$ cat config.mk
export PLATFORM = sky130hd
export DESIGN_NAME = usb_transmitter_flat
export DESIGN_NICKNAME = d
export VERILOG_FILES = /design/src/rtl/usb_transmitter_if.sv /design/src/rtl/usb_transmitter.sv /design/src/flat_wrapper.sv
export SDC_FILE = /design/constraint.sdc
export NUM_CORES = 1
export LEC_CHECK = 0
export ABC_AREA = 1
export CORE_UTILIZATION = 30
export DETAILED_ROUTE_END_ITERATION = 10
export GPL_ROUTABILITY_DRIVEN = 0
export SETUP_SLACK_MARGIN = 0.4
export SLEW_MARGIN = 25
export SYNTH_ARGS = -nofsm -noshare
export SYNTH_HDL_FRONTEND = slang
export SYNTH_SLANG_ARGS = --single-unit
export TNS_END_PERCENT = 5
$ cat constraint.sdc
create_clock -name clk -period 5.3 [get_ports clk]
set_input_delay 1.325 -clock clk [delete_from_list [all_inputs] [get_ports clk]]
set_output_delay 1.325 -clock clk [all_outputs]
set_load 0.005 [all_outputs]
$ cat src/rtl/usb_transmitter_if.sv
`default_nettype none
// ============================================================================
// Module      : usb_transmitter_if
// Description : Bundles the TX FIFO handshake and USB pad signals of the
//               full-speed USB transmitter.
//               master : the TX FIFO / packet-request side plus pad observer
//               slave  : the transmitter itself
//   tx_start      request to send a packet (master -> slave)
//   fifo_empty    TX FIFO empty flag (master -> slave)
//   fifo_r_data   TX FIFO head byte, first-word-fall-through (master -> slave)
//   fifo_r_enable one-cycle pop strobe (slave -> master)
//   d_plus        positive USB line (slave -> master)
//   d_minus       negative USB line (slave -> master)
//   transmitting  high while a packet is on the wire (slave -> master)
// Revision    : 1.0  initial release
// ============================================================================
interface usb_transmitter_if;
  logic       tx_start;
  logic       fifo_empty;
  logic [7:0] fifo_r_data;
  logic       fifo_r_enable;
  logic       d_plus;
  logic       d_minus;
  logic       transmitting;

  modport master (
    output tx_start,
    output fifo_empty,
    output fifo_r_data,
    input  fifo_r_enable,
    input  d_plus,
    input  d_minus,
    input  transmitting
  );

  modport slave (
    input  tx_start,
    input  fifo_empty,
    input  fifo_r_data,
    output fifo_r_enable,
    output d_plus,
    output d_minus,
    output transmitting
  );
endinterface
`default_nettype wire

$ cat src/rtl/usb_transmitter.sv
`default_nettype none
// ============================================================================
// Module      : usb_transmitter
// Description : Serializes bytes from a first-word-fall-through TX FIFO into a
//               full-speed USB packet: SYNC, NRZI-encoded data (LSB first, no
//               bit stuffing), EOP (SE0, SE0, J). Pad outputs are registered.
// Ports       : clk  - system clock (96 MHz), rising edge
//               rst  - synchronous active-high reset
//               bus  - usb_transmitter_if.slave (FIFO handshake + pads)
// Parameters  : CLKS_PER_BIT - clocks per USB bit time, must be >= 2
// Revision    : 1.0  initial release
// ============================================================================
module usb_transmitter #(
  parameter int CLKS_PER_BIT = 8
) (
  input  logic             clk,
  input  logic             rst,
  usb_transmitter_if.slave bus
);

  localparam int CW = $clog2(CLKS_PER_BIT);

  localparam logic [CW-1:0] c_cnt_max      = CW'(CLKS_PER_BIT - 1);
  localparam logic [CW-1:0] c_cnt_one      = CW'(1);
  localparam logic [7:0]    c_sync_pattern = 8'h80;

  localparam logic [2:0] c_idle    = 3'd0;
  localparam logic [2:0] c_sync    = 3'd1;
  localparam logic [2:0] c_data    = 3'd2;
  localparam logic [2:0] c_eop_se0 = 3'd3;
  localparam logic [2:0] c_eop_j   = 3'd4;

  logic [2:0]    r_state;
  logic [CW-1:0] r_clk_cnt;
  logic [2:0]    r_bit_cnt;
  logic [7:0]    r_shift;
  logic          r_level;        // NRZI level for J/K: 1 = J, 0 = K
  logic          r_d_plus;
  logic          r_d_minus;
  logic          r_transmitting;

  logic [2:0]    w_state_nxt;
  logic [CW-1:0] w_clk_cnt_nxt;
  logic [2:0]    w_bit_cnt_nxt;
  logic [7:0]    w_shift_nxt;
  logic          w_level_nxt;
  logic          w_dp_nxt;
  logic          w_dm_nxt;
  logic          w_tx_nxt;
  logic          w_pop;
  logic          w_drive_bit;
  logic          w_bit_val;
  logic          w_bit_end;
  logic          w_byte_end;
  logic [2:0]    w_bit_idx;

  assign w_bit_end  = (r_clk_cnt == c_cnt_max);
  assign w_byte_end = w_bit_end && (r_bit_cnt == 3'd7);
  assign w_bit_idx  = r_bit_cnt + 3'd1;

  // --------------------------------------------------------------------------
  // State register: state, counters, shift register, NRZI level and the
  // registered pad outputs all update together, so the line changes on the
  // same edge as the state that owns it.
  // --------------------------------------------------------------------------
  always_ff @(posedge clk) begin
    if (rst) begin
      r_state        <= c_idle;
      r_clk_cnt      <= '0;
      r_bit_cnt      <= 3'd0;
      r_shift        <= 8'h00;
      r_level        <= 1'b1;
      r_d_plus       <= 1'b1;
      r_d_minus      <= 1'b0;
      r_transmitting <= 1'b0;
    end else begin
      r_state        <= w_state_nxt;
      r_clk_cnt      <= w_clk_cnt_nxt;
      r_bit_cnt      <= w_bit_cnt_nxt;
      r_shift        <= w_shift_nxt;
      r_level        <= w_level_nxt;
      r_d_plus       <= w_dp_nxt;
      r_d_minus      <= w_dm_nxt;
      r_transmitting <= w_tx_nxt;
    end
  end

  // --------------------------------------------------------------------------
  // Next-state and counter logic
  // --------------------------------------------------------------------------
  always_comb begin
    w_state_nxt   = r_state;
    w_clk_cnt_nxt = r_clk_cnt;
    w_bit_cnt_nxt = r_bit_cnt;

    if (r_state != c_idle) begin
      if (w_bit_end) begin
        w_clk_cnt_nxt = '0;
        w_bit_cnt_nxt = r_bit_cnt + 3'd1;
      end else begin
        w_clk_cnt_nxt = r_clk_cnt + c_cnt_one;
      end
    end

    case (r_state)
      c_idle: begin
        if (bus.tx_start && !bus.fifo_empty) begin
          w_state_nxt = c_sync;
        end
      end
      c_sync, c_data: begin
        // The FIFO is checked only in the final clock of the byte; a byte
        // arriving after that belongs to the next packet.
        if (w_byte_end) begin
          w_state_nxt = bus.fifo_empty ? c_eop_se0 : c_data;
        end
      end
      c_eop_se0: begin
        if (w_bit_end && (r_bit_cnt == 3'd1)) begin
          w_state_nxt = c_eop_j;
        end
      end
      c_eop_j: begin
        if (w_bit_end) begin
          w_state_nxt = c_idle;
        end
      end
      default: begin
        w_state_nxt = c_idle;
      end
    endcase

    if (w_state_nxt != r_state) begin
      w_clk_cnt_nxt = '0;
      w_bit_cnt_nxt = 3'd0;
    end
  end

  // --------------------------------------------------------------------------
  // Output logic: pop strobe, shift-register load and next pad levels
  // --------------------------------------------------------------------------
  always_comb begin
    w_pop       = 1'b0;
    w_shift_nxt = r_shift;
    w_level_nxt = r_level;
    w_dp_nxt    = r_d_plus;
    w_dm_nxt    = r_d_minus;
    w_tx_nxt    = r_transmitting;
    w_drive_bit = 1'b0;
    w_bit_val   = 1'b0;

    case (r_state)
      c_idle: begin
        w_dp_nxt    = 1'b1;
        w_dm_nxt    = 1'b0;
        w_level_nxt = 1'b1;
        w_tx_nxt    = 1'b0;
        if (w_state_nxt == c_sync) begin
          w_shift_nxt = c_sync_pattern;
          w_bit_val   = c_sync_pattern[0];
          w_drive_bit = 1'b1;
          w_tx_nxt    = 1'b1;
        end
      end
      c_sync, c_data: begin
        if (w_byte_end) begin
          if (w_state_nxt == c_data) begin
            // FWFT head byte is captured on the same edge the pop retires it
            w_pop       = 1'b1;
            w_shift_nxt = bus.fifo_r_data;
            w_bit_val   = bus.fifo_r_data[0];
            w_drive_bit = 1'b1;
          end else begin
            w_dp_nxt = 1'b0;
            w_dm_nxt = 1'b0;
          end
        end else if (w_bit_end) begin
          w_bit_val   = r_shift[w_bit_idx];
          w_drive_bit = 1'b1;
        end
      end
      c_eop_se0: begin
        if (w_state_nxt == c_eop_j) begin
          w_dp_nxt    = 1'b1;
          w_dm_nxt    = 1'b0;
          w_level_nxt = 1'b1;
        end
      end
      c_eop_j: begin
        if (w_state_nxt == c_idle) begin
          w_dp_nxt = 1'b1;
          w_dm_nxt = 1'b0;
          w_tx_nxt = 1'b0;
        end
      end
      default: begin
        w_dp_nxt    = 1'b1;
        w_dm_nxt    = 1'b0;
        w_level_nxt = 1'b1;
        w_tx_nxt    = 1'b0;
      end
    endcase

    // NRZI: a 0 toggles the line, a 1 holds it
    if (w_drive_bit) begin
      w_level_nxt = w_bit_val ? r_level : ~r_level;
      w_dp_nxt    = w_level_nxt;
      w_dm_nxt    = ~w_level_nxt;
    end
  end

  assign bus.fifo_r_enable = w_pop;
  assign bus.d_plus        = r_d_plus;
  assign bus.d_minus       = r_d_minus;
  assign bus.transmitting  = r_transmitting;

endmodule
`default_nettype wire

$ cat src/flat_wrapper.sv
// flat-port wrapper written by rule: the top's interface ports become plain ports
module usb_transmitter_flat 
#(
  parameter int CLKS_PER_BIT = 8
)
  (clk, rst, bus_tx_start, bus_fifo_empty, bus_fifo_r_data, bus_fifo_r_enable, bus_d_plus, bus_d_minus, bus_transmitting);
  usb_transmitter_if bus_i ();
  input  logic clk;
  input  logic rst;
  input wire logic [$bits(bus_i.tx_start)-1:0] bus_tx_start;
  input wire logic [$bits(bus_i.fifo_empty)-1:0] bus_fifo_empty;
  input wire logic [$bits(bus_i.fifo_r_data)-1:0] bus_fifo_r_data;
  output wire logic [$bits(bus_i.fifo_r_enable)-1:0] bus_fifo_r_enable;
  output wire logic [$bits(bus_i.d_plus)-1:0] bus_d_plus;
  output wire logic [$bits(bus_i.d_minus)-1:0] bus_d_minus;
  output wire logic [$bits(bus_i.transmitting)-1:0] bus_transmitting;
  assign bus_i.tx_start = bus_tx_start;
  assign bus_i.fifo_empty = bus_fifo_empty;
  assign bus_i.fifo_r_data = bus_fifo_r_data;
  assign bus_fifo_r_enable = bus_i.fifo_r_enable;
  assign bus_d_plus = bus_i.d_plus;
  assign bus_d_minus = bus_i.d_minus;
  assign bus_transmitting = bus_i.transmitting;
  usb_transmitter #(.CLKS_PER_BIT(CLKS_PER_BIT)) u_core (.clk(clk), .rst(rst), .bus(bus_i));
endmodule
==> results of run 1 <==
-- where the power goes --
group / internal (mW) / switching, mW
Combinational: 0.0227 / 0.0283
Sequential: 0.165 / 0.00347
Clock: 0.0524 / 0.0529
Total: 0.240 / 0.0846
-- how the worst min path moves through the flow --
stage | from | endpoint | slack [ns] | depth (start not counted)
after global placement | u_core.r_shift[7] | u_core.r_shift[7] | 0.44 | 2
after CTS | u_core.r_shift[7] | u_core.r_shift[7] | 0.46 | 2
after detailed placement | u_core.r_shift[7] | u_core.r_shift[7] | 0.44 | 2
final | u_core.r_shift[7] | u_core.r_shift[7] | 0.46 | 2
after floorplan | u_core.r_shift[7] | u_core.r_shift[7] | 0.42 | 2
after global routing | u_core.r_shift[7] | u_core.r_shift[7] | 0.48 | 2
-- metrics by stage --
| step | setup slack (ns) | util (%) | cells | hold WS, ns |
|---|---|---|---|---|
| floorplan | 2.096 | - | 178 | 0.4206 |
| global placement | 1.107 | 35.85 | 238 | 0.4412 |
| detailed placement | 1.065 | 35.85 | 238 | 0.4437 |
| CTS | 1.057 | 37.00 | 242 | 0.4611 |
| global route | 0.9640 | 37.00 | 242 | 0.4825 |
| finish | 1.068 | 37.00 | 242 | 0.4578 |
-- cell usage after synthesis, drive strengths merged --
| library cell | count |
|---|---|
| nand2 | 40 |
| inv | 30 |
| a21oi | 21 |
| dfxtp | 21 |
| nand3 | 18 |
| nor2 | 11 |
| nor3 | 9 |
| o21ai | 8 |
| ha | 5 |
| buf | 3 |
| nand4 | 3 |
| clkbuf | 2 |
| or2 | 2 |
| xor2 | 2 |
| o211ai | 1 |
| o21a | 1 |
| o31ai | 1 |
-- state kept, by name, summed over array words and instances, names as in the netlist --
name	count
u_core.bus.d_minus	1
u_core.bus.d_plus	1
u_core.bus.transmitting	1
u_core.r_bit_cnt	3
u_core.r_clk_cnt	3
u_core.r_level	1
u_core.r_shift	8
u_core.r_state	3
-- kinds of logic after synthesis --
family / count (synthesis) / synth area share [%]
simple gates: 83 / 34.10
fa+ha+maj: 5 / 4.970
buf+inv: 35 / 11.93
xor+xnor: 2 / 1.392
flops: 21 / 33.40
compound gates: 32 / 14.22
-- worst reg2reg max path, cell delays in order, from the launching register on --
cell and delay (ns):
dfxtp_1 0.53, ha_1 0.21, ha_1 0.25, nand2_2 0.13
nand2_1 0.09, nand2_1 0.04, nand2_1 0.14, inv_1 0.09
nor2_4 0.16, xor2_1 0.20, nand4_2 0.21, a21oi_1 0.18
-- per-layer routing --
layer,share of wire (%),global-route usage (%)
met2,42,19.82
met1,49,18.61
met5,0,0
met4,2.4,5.319
met3,6.3,3.082
-- area by class of cell --
type	instances	share of cell area, %
tap	50	4.227
timing repair buffer	15	10.14
sequential	21	28.40
clock inverter	1	0.3381
multi-input combinational	122	46.49
inverter	30	7.608
clock buffer	3	2.790
==> results.cfg, run 1 <==
[worst_setup_path]
reg2reg_slack_ns = 3.00
critPathMaxStageDelay_ns = 0.50
endpoint = bus_fifo_r_enable
crit_buf_inv = 3
crit_start = bus_fifo_empty
crit_slowest_cell = clkdlybuf4s50_1
r2r-end = u_core.r_bit_cnt[0]
reg2reg_depth = 11
path_cells = clkdlybuf4s50_1 > nor2_1 > nand3_1 > nand2_2 > inv_1 > nand3_1 > nor2_1 > clkdlybuf4s50_1
critPathMaxFanout = 6
endpoint_kind = output port
cp-start-kind = primary input
required_ns = 3.97
cp.depth = 8
regToRegStartpoint = u_core.r_bit_cnt[0]
criticalPathCategory = in -> out
critPathArrivalTime_ns = 2.91
critPathTopFamily = buffers and inverters

[detailed_routing]
postRouteAntennaNets = 0
drc_errors = 0
wire_per_inst_um = 10.58
routed_wl_mm = 2.561
firstDrtPassIters = 4
routed_via_density = 4.665
vias = 1129
dr.first_iter.drc_count = 91

[clocking]
clkTransAtPathRegs_ns = 0.08
cts_hold_buf = 0
cts_buffers = 3
cts_resized = 0
clk_path_buf_depth = 2
clkSinkCount = 21
h-tree-depth = 1
cts-root-buf = clkbuf_8
cts_tree = yes
post_cts_buffers = 0
clock_latency_ns = 0.26

[hold_path]
min_path_type = reg -> reg

[placement]
hpwl_mm = 1.922
placed_cell_area_mm2 = 0.001434
portBuffers = 15

[grt]
grt_pass1_wl_mm = 4.567
grt_use_total_pct = 13.44
antenna_found_initial = 0
overflow = 0
grt_pass1_vias = 1013
grt_max_degree = 16

[synthesis]
ys_seq_area_share_pct = 33.40
synth_top_area_cell = dfxtp_1
yosys.area.top_type_share_pct = 33.40
synthTopCellsByArea = dfxtp_1 (33%), nand2_1 (9.5%), a21oi_1 (8.3%)
synth_cell_types = 28
netlist_instances = 178
syn_nets = 195
ys.warnings.count = 0
synth_area_mm2 = 0.001259
synth-seq-cells = 21
syn_area_per_cell_um2 = 7.071

[finish]
regArea_um2 = 420.4
layout-drive-gt1-share_pct = 11.98
layout.nets = 210
final_common_cell = nand2_1
layout_common_cells = nand2_1 (32), inv_1 (28), a21oi_1 (21), dfxtp_1 (21), nand3_1 (17)
stdcell_area_mm2 = 0.001480
antennaDiodeCount = 0
multi_input_area_um2 = 688.2
syn2layout_area_growth_pct = 17.59
fillers = 437

[die]
core_area_mm2 = 0.004000
start_util_pct = 31.47
die-area_mm2 = 0.004459
row_count = 23
die_h_um = 66.78
ios = 16
die_w_um = 66.78

[sta]
finalSetupViolations = 0
fmax_mhz = 236.3
layout_min_cycle_time_ns = 4.232
finClkSkew_ns = 0.003831
period_share_pct = 79.85
worst_pin_slew_ns = 0.5856
finalMaxSlewViolations = 0
finalHoldViolCount = 0
rsz0062_at_grt = false
fin_setup_tns_ns = 0
max_slew_margin_pct = 60.92

[power_and_ir_drop]
pwr_density_cell_mw_per_mm2 = 219.4
vdd_drop_max_mv = 0.09657
total_power_mw = 0.3248
p_leak_nw = 0.6544

[outcome]
outcome = finished, final reports clean

[run]
drv_cap = 0
No activity file was read; power rests on OpenSTA's default activity.
==> inputs of run 2 (changes only) <==
Clock period 5.3 ns to 4.3 ns, I/O delays scaled along.
==> results.cfg, run 2 (same netlist as run 1, synthesis figures left out) <==
[finish]
fillers = 441
final_util_pct = 37.00
layout.nets = 210
final_common_cell = nand2_1
layout_common_cells = nand2_1 (32), inv_1 (28), a21oi_1 (21), dfxtp_1 (21), nand3_1 (17)
antennaDiodeCount = 0
final_cells = 242
stdcell_area_mm2 = 0.001480
syn2layout_area_growth_pct = 17.59
largest_register_ffs = 8
layout-drive-gt1-share_pct = 11.98
largest_register = u_core.r_shift

[clocking]
h-tree-depth = 1
post_cts_buffers = 0
cts_resized = 0
cts_buffers = 3
cts-root-buf = clkbuf_8
clk_path_buf_depth = 2
clkTransAtPathRegs_ns = 0.08
cts_tree = yes
clkSinkCount = 21
clock_latency_ns = 0.26
cts_hold_buf = 0

[hold_path]
min-delay-start = u_core.r_shift[7]
min_to = u_core.r_shift[7]
min_path_type = reg -> reg
min_path_cells = 2

[power_and_ir_drop]
p_int_mw = 0.2959
p_sw_share_pct = 25.94
vdd_drop_max_mv = 0.1280
total_power_mw = 0.3996
p_leak_nw = 0.6544
switchingPower_mw = 0.1037
pwr-share-clk_pct = 32.3
seq_power_share_pct = 52.0
p_comb_share_pct = 15.7
pwr_density_cell_mw_per_mm2 = 270.0

[grt]
antenna_found_initial = 0
overflow = 0
grt_use_total_pct = 13.32
grt_max_degree = 16
grt_pass1_vias = 988
grt_pass1_wl_mm = 4.436

[detailed_routing]
routed_via_density = 4.591
vias = 1111
firstDrtPassIters = 4
drc_errors = 0
routed_wl_mm = 2.570
dr.first_iter.drc_count = 48
wire_per_inst_um = 10.62
postRouteAntennaNets = 0

[sta]
rsz0062_at_grt = false
finalMaxSlewViolations = 0
finClkSkew_ns = 0.006143
worst_pin_slew_ns = 0.5786
max_slew_margin_pct = 61.39
finalSetupViolations = 0
fmax_mhz = 267.9
period_share_pct = 86.82
layout_min_cycle_time_ns = 3.733
fin_setup_tns_ns = 0
finalHoldViolCount = 0

[placement]
hpwl_mm = 1.935
placed_cells = 238
portBuffers = 15
placed_cell_area_mm2 = 0.001434

[run]
drv_cap = 0

[die]
die_w_um = 66.78
row_count = 23
die_h_um = 66.78
start_util_pct = 31.47
ios = 16
core_area_mm2 = 0.004000
die-area_mm2 = 0.004459

[worst_setup_path]
path_cells = clkdlybuf4s50_1 > nor2_1 > nand3_1 > nand2_2 > inv_1 > nand3_1 > nor2_1 > clkdlybuf4s50_1
required_ns = 3.22
critPathMaxFanout = 6
crit_slowest_cell = clkdlybuf4s50_1
critPathTopFamily = buffers and inverters
r2r-end = u_core.r_level
reg2reg_depth = 13
regToRegStartpoint = u_core.r_bit_cnt[0]
reg2reg_slack_ns = 1.99
critPathArrivalTime_ns = 2.66
endpoint_kind = output port
criticalPathCategory = in -> out
critPathMaxStageDelay_ns = 0.50
cp.depth = 8
cp-start-kind = primary input
crit_buf_inv = 3

[outcome]
outcome = finished, final reports clean
run 2: cell counts in the layout (fill, tap and decap cells not counted):
No cell type changed its count.
run 2: cell type report:
cell class                 instances  area, um2  area share (%)
clock buffer                       3      41.29           2.790
sequential                        21      420.4           28.40
clock inverter                     1      5.005          0.3381
timing repair buffer              15      150.1           10.14
tap                               50      62.56           4.227
inverter                          30      112.6           7.608
multi-input combinational        122      688.2           46.49
run 2: worst min-delay path, stage by stage, from the launching register on:
cell and delay (ns):
dfxtp_1 0.32, inv_1 0.05, a21oi_1 0.05
run 2: through the flow:
stage / hold WS [ns] / worst slack (ns)
global route: 0.4757 / 0.4604
detailed placement: 0.4384 / 0.5746
finish: 0.4557 / 0.5666
CTS: 0.4581 / 0.5688
global placement: 0.4413 / 0.6070
floorplan: 0.4206 / 1.596
run 2: power by group through the flow:
stage	clock (mW)	combinational, mW	sequential (mW)
floorplan	0	0.0438	0.212
global placement	0	0.0633	0.212
detailed placement	0	0.0626	0.212
CTS	0.136	0.0634	0.208
global route	0.143	0.0710	0.209
finish	0.129	0.0628	0.208
run 2: metal layers:
layer	wire [um]	track usage, %	vias up
met3	89	3.082	4
li1	-	-	605
met2	1126	20.20	21
met4	38	5.319	0
met5	0	0	-
met1	1316	17.98	481
run 2: how the worst max path moves through the flow:
stage	from	endpoint
6_report	bus_fifo_empty	bus_fifo_r_enable
3_3_place_gp	bus_fifo_empty	bus_fifo_r_enable
4_1_cts	bus_fifo_empty	bus_fifo_r_enable
5_1_grt	bus_tx_start	bus_fifo_r_enable
2_1_floorplan	bus_tx_start	bus_fifo_r_enable
3_5_place_dp	bus_fifo_empty	bus_fifo_r_enable
==> inputs of run 3 (changes only) <==
Settings changed: CORE_UTILIZATION 30 to 54, PLACE_DENSITY set to 0.78, SETUP_SLACK_MARGIN 0.4 to 0.1.
==> results.cfg, run 3 (same netlist as run 1, synthesis figures left out) <==
[placement]
portBuffers = 15
placed_cells = 216
placed_cell_area_mm2 = 0.001406
hpwl_mm = 1.981

[finish]
stdcell_area_mm2 = 0.001433
syn2layout_area_growth_pct = 13.82
antennaDiodeCount = 0
layout-drive-gt1-share_pct = 11.46
final_util_pct = 64.76
largest_register = u_core.r_shift
layout_common_cells = nand2_1 (32), inv_1 (28), a21oi_1 (21), dfxtp_1 (21), nand3_1 (17)
layout.nets = 210
final_cells = 220
final_common_cell = nand2_1
largest_register_ffs = 8

[worst_setup_path]
crit_slowest_cell = clkdlybuf4s50_1
criticalPathCategory = in -> out
crit_start = bus_fifo_empty
crit_buf_inv = 3
reg2reg_depth = 13
critPathMaxStageDelay_ns = 0.50
regToRegStartpoint = u_core.r_bit_cnt[0]
path_cells = clkdlybuf4s50_1 > nor2_1 > nand3_1 > nand2_2 > inv_1 > nand3_1 > nor2_1 > clkdlybuf4s50_1
cp-start-kind = primary input
critPathTopFamily = buffers and inverters
endpoint_kind = output port
critPathArrivalTime_ns = 2.68
required_ns = 3.22
cp.depth = 8
critPathMaxFanout = 6
reg2reg_slack_ns = 1.93

[die]
die-area_mm2 = 0.002528
ios = 16
die_h_um = 50.28
row_count = 17
die_w_um = 50.28
start_util_pct = 56.90
core_area_mm2 = 0.002212

[sta]
fin_setup_tns_ns = 0
layout_min_cycle_time_ns = 3.754
finalHoldViolCount = 0
finalSetupViolations = 0
finClkSkew_ns = 0.001869
rsz0062_at_grt = false
finalMaxSlewViolations = 0
period_share_pct = 87.31
fmax_mhz = 266.4
worst_pin_slew_ns = 0.5519
max_slew_margin_pct = 63.09

[grt]
grt_pass1_vias = 1096
overflow = 0
antenna_found_initial = 0
grt_max_degree = 16
grt_use_total_pct = 24.38
grt_pass1_wl_mm = 4.554

[hold_path]
min_path_type = reg -> reg
min_path_cells = 2
min-delay-start = u_core.r_shift[7]

[detailed_routing]
wire_per_inst_um = 11.84
drc_errors = 0
postRouteAntennaNets = 0
dr.first_iter.drc_count = 39
vias = 1169
routed_via_density = 5.314
routed_wl_mm = 2.605
firstDrtPassIters = 6

[clocking]
cts-root-buf = clkbuf_4
cts_hold_buf = 0
cts_buffers = 3
post_cts_buffers = 0
h-tree-depth = 1
clkSinkCount = 21
cts_tree = yes
cts_resized = 0
clock_latency_ns = 0.30
clk_path_buf_depth = 2
clkTransAtPathRegs_ns = 0.11

[power_and_ir_drop]
vdd_drop_max_mv = 0.1647
p_leak_nw = 0.6439
pwr_density_cell_mw_per_mm2 = 255.6

[outcome]
outcome = finished, final reports clean

[run]
drv_cap = 0
==> run 3: where the power goes <==
group	switching (mW)	leakage [nW]	internal, mW
clock	0.0596	0.0150	0.0362
sequential	0.00446	0.171	0.204
combinational	0.0343	0.458	0.0280
total	0.0983	0.644	0.268
==> run 3: layout make-up <==
| class | count | area, um2 |
|---|---|---|
| well taps | 28 | 35.03 |
| clock buffers | 4 | 26.28 |
| multi-input cells | 122 | 688.2 |
| fillers | 207 | 779.5 |
| repair buffers | 15 | 150.1 |
| flip-flops and latches | 21 | 420.4 |
| inverters | 30 | 112.6 |
==> run 3: per-layer routing <==
layer	global-route usage [%]	share of wire, %
met1	29.00	45
met2	40.89	49
met3	3.636	4.0
met4	14.76	2.1
met5	0	0
==> run 3: worst paths after layout <==
| kind | endpoint |
|---|---|
| setup / recovery | bus_fifo_r_enable |
| setup reg to reg | u_core.r_level |
| hold / removal | u_core.r_shift[7] |
| hold reg to reg | u_core.r_shift[7] |
==> run 3: worst min-delay path: stages, from the launching register on <==
cell     delay (ns)
dfxtp_1        0.33
inv_1          0.05
a21oi_1        0.05
==> run 3: stage by stage <==
stage	hold slack [ns]	power, mW	setup WS, ns
4_1_cts	0.4662	0.3685	0.5457
3_3_place_gp	0.4345	0.2726	0.6388
2_1_floorplan	0.4206	0.2553	1.596
6_report	0.4649	0.3661	0.5456
3_5_place_dp	0.4431	0.2747	0.5476
5_1_grt	0.4939	0.3887	0.4409
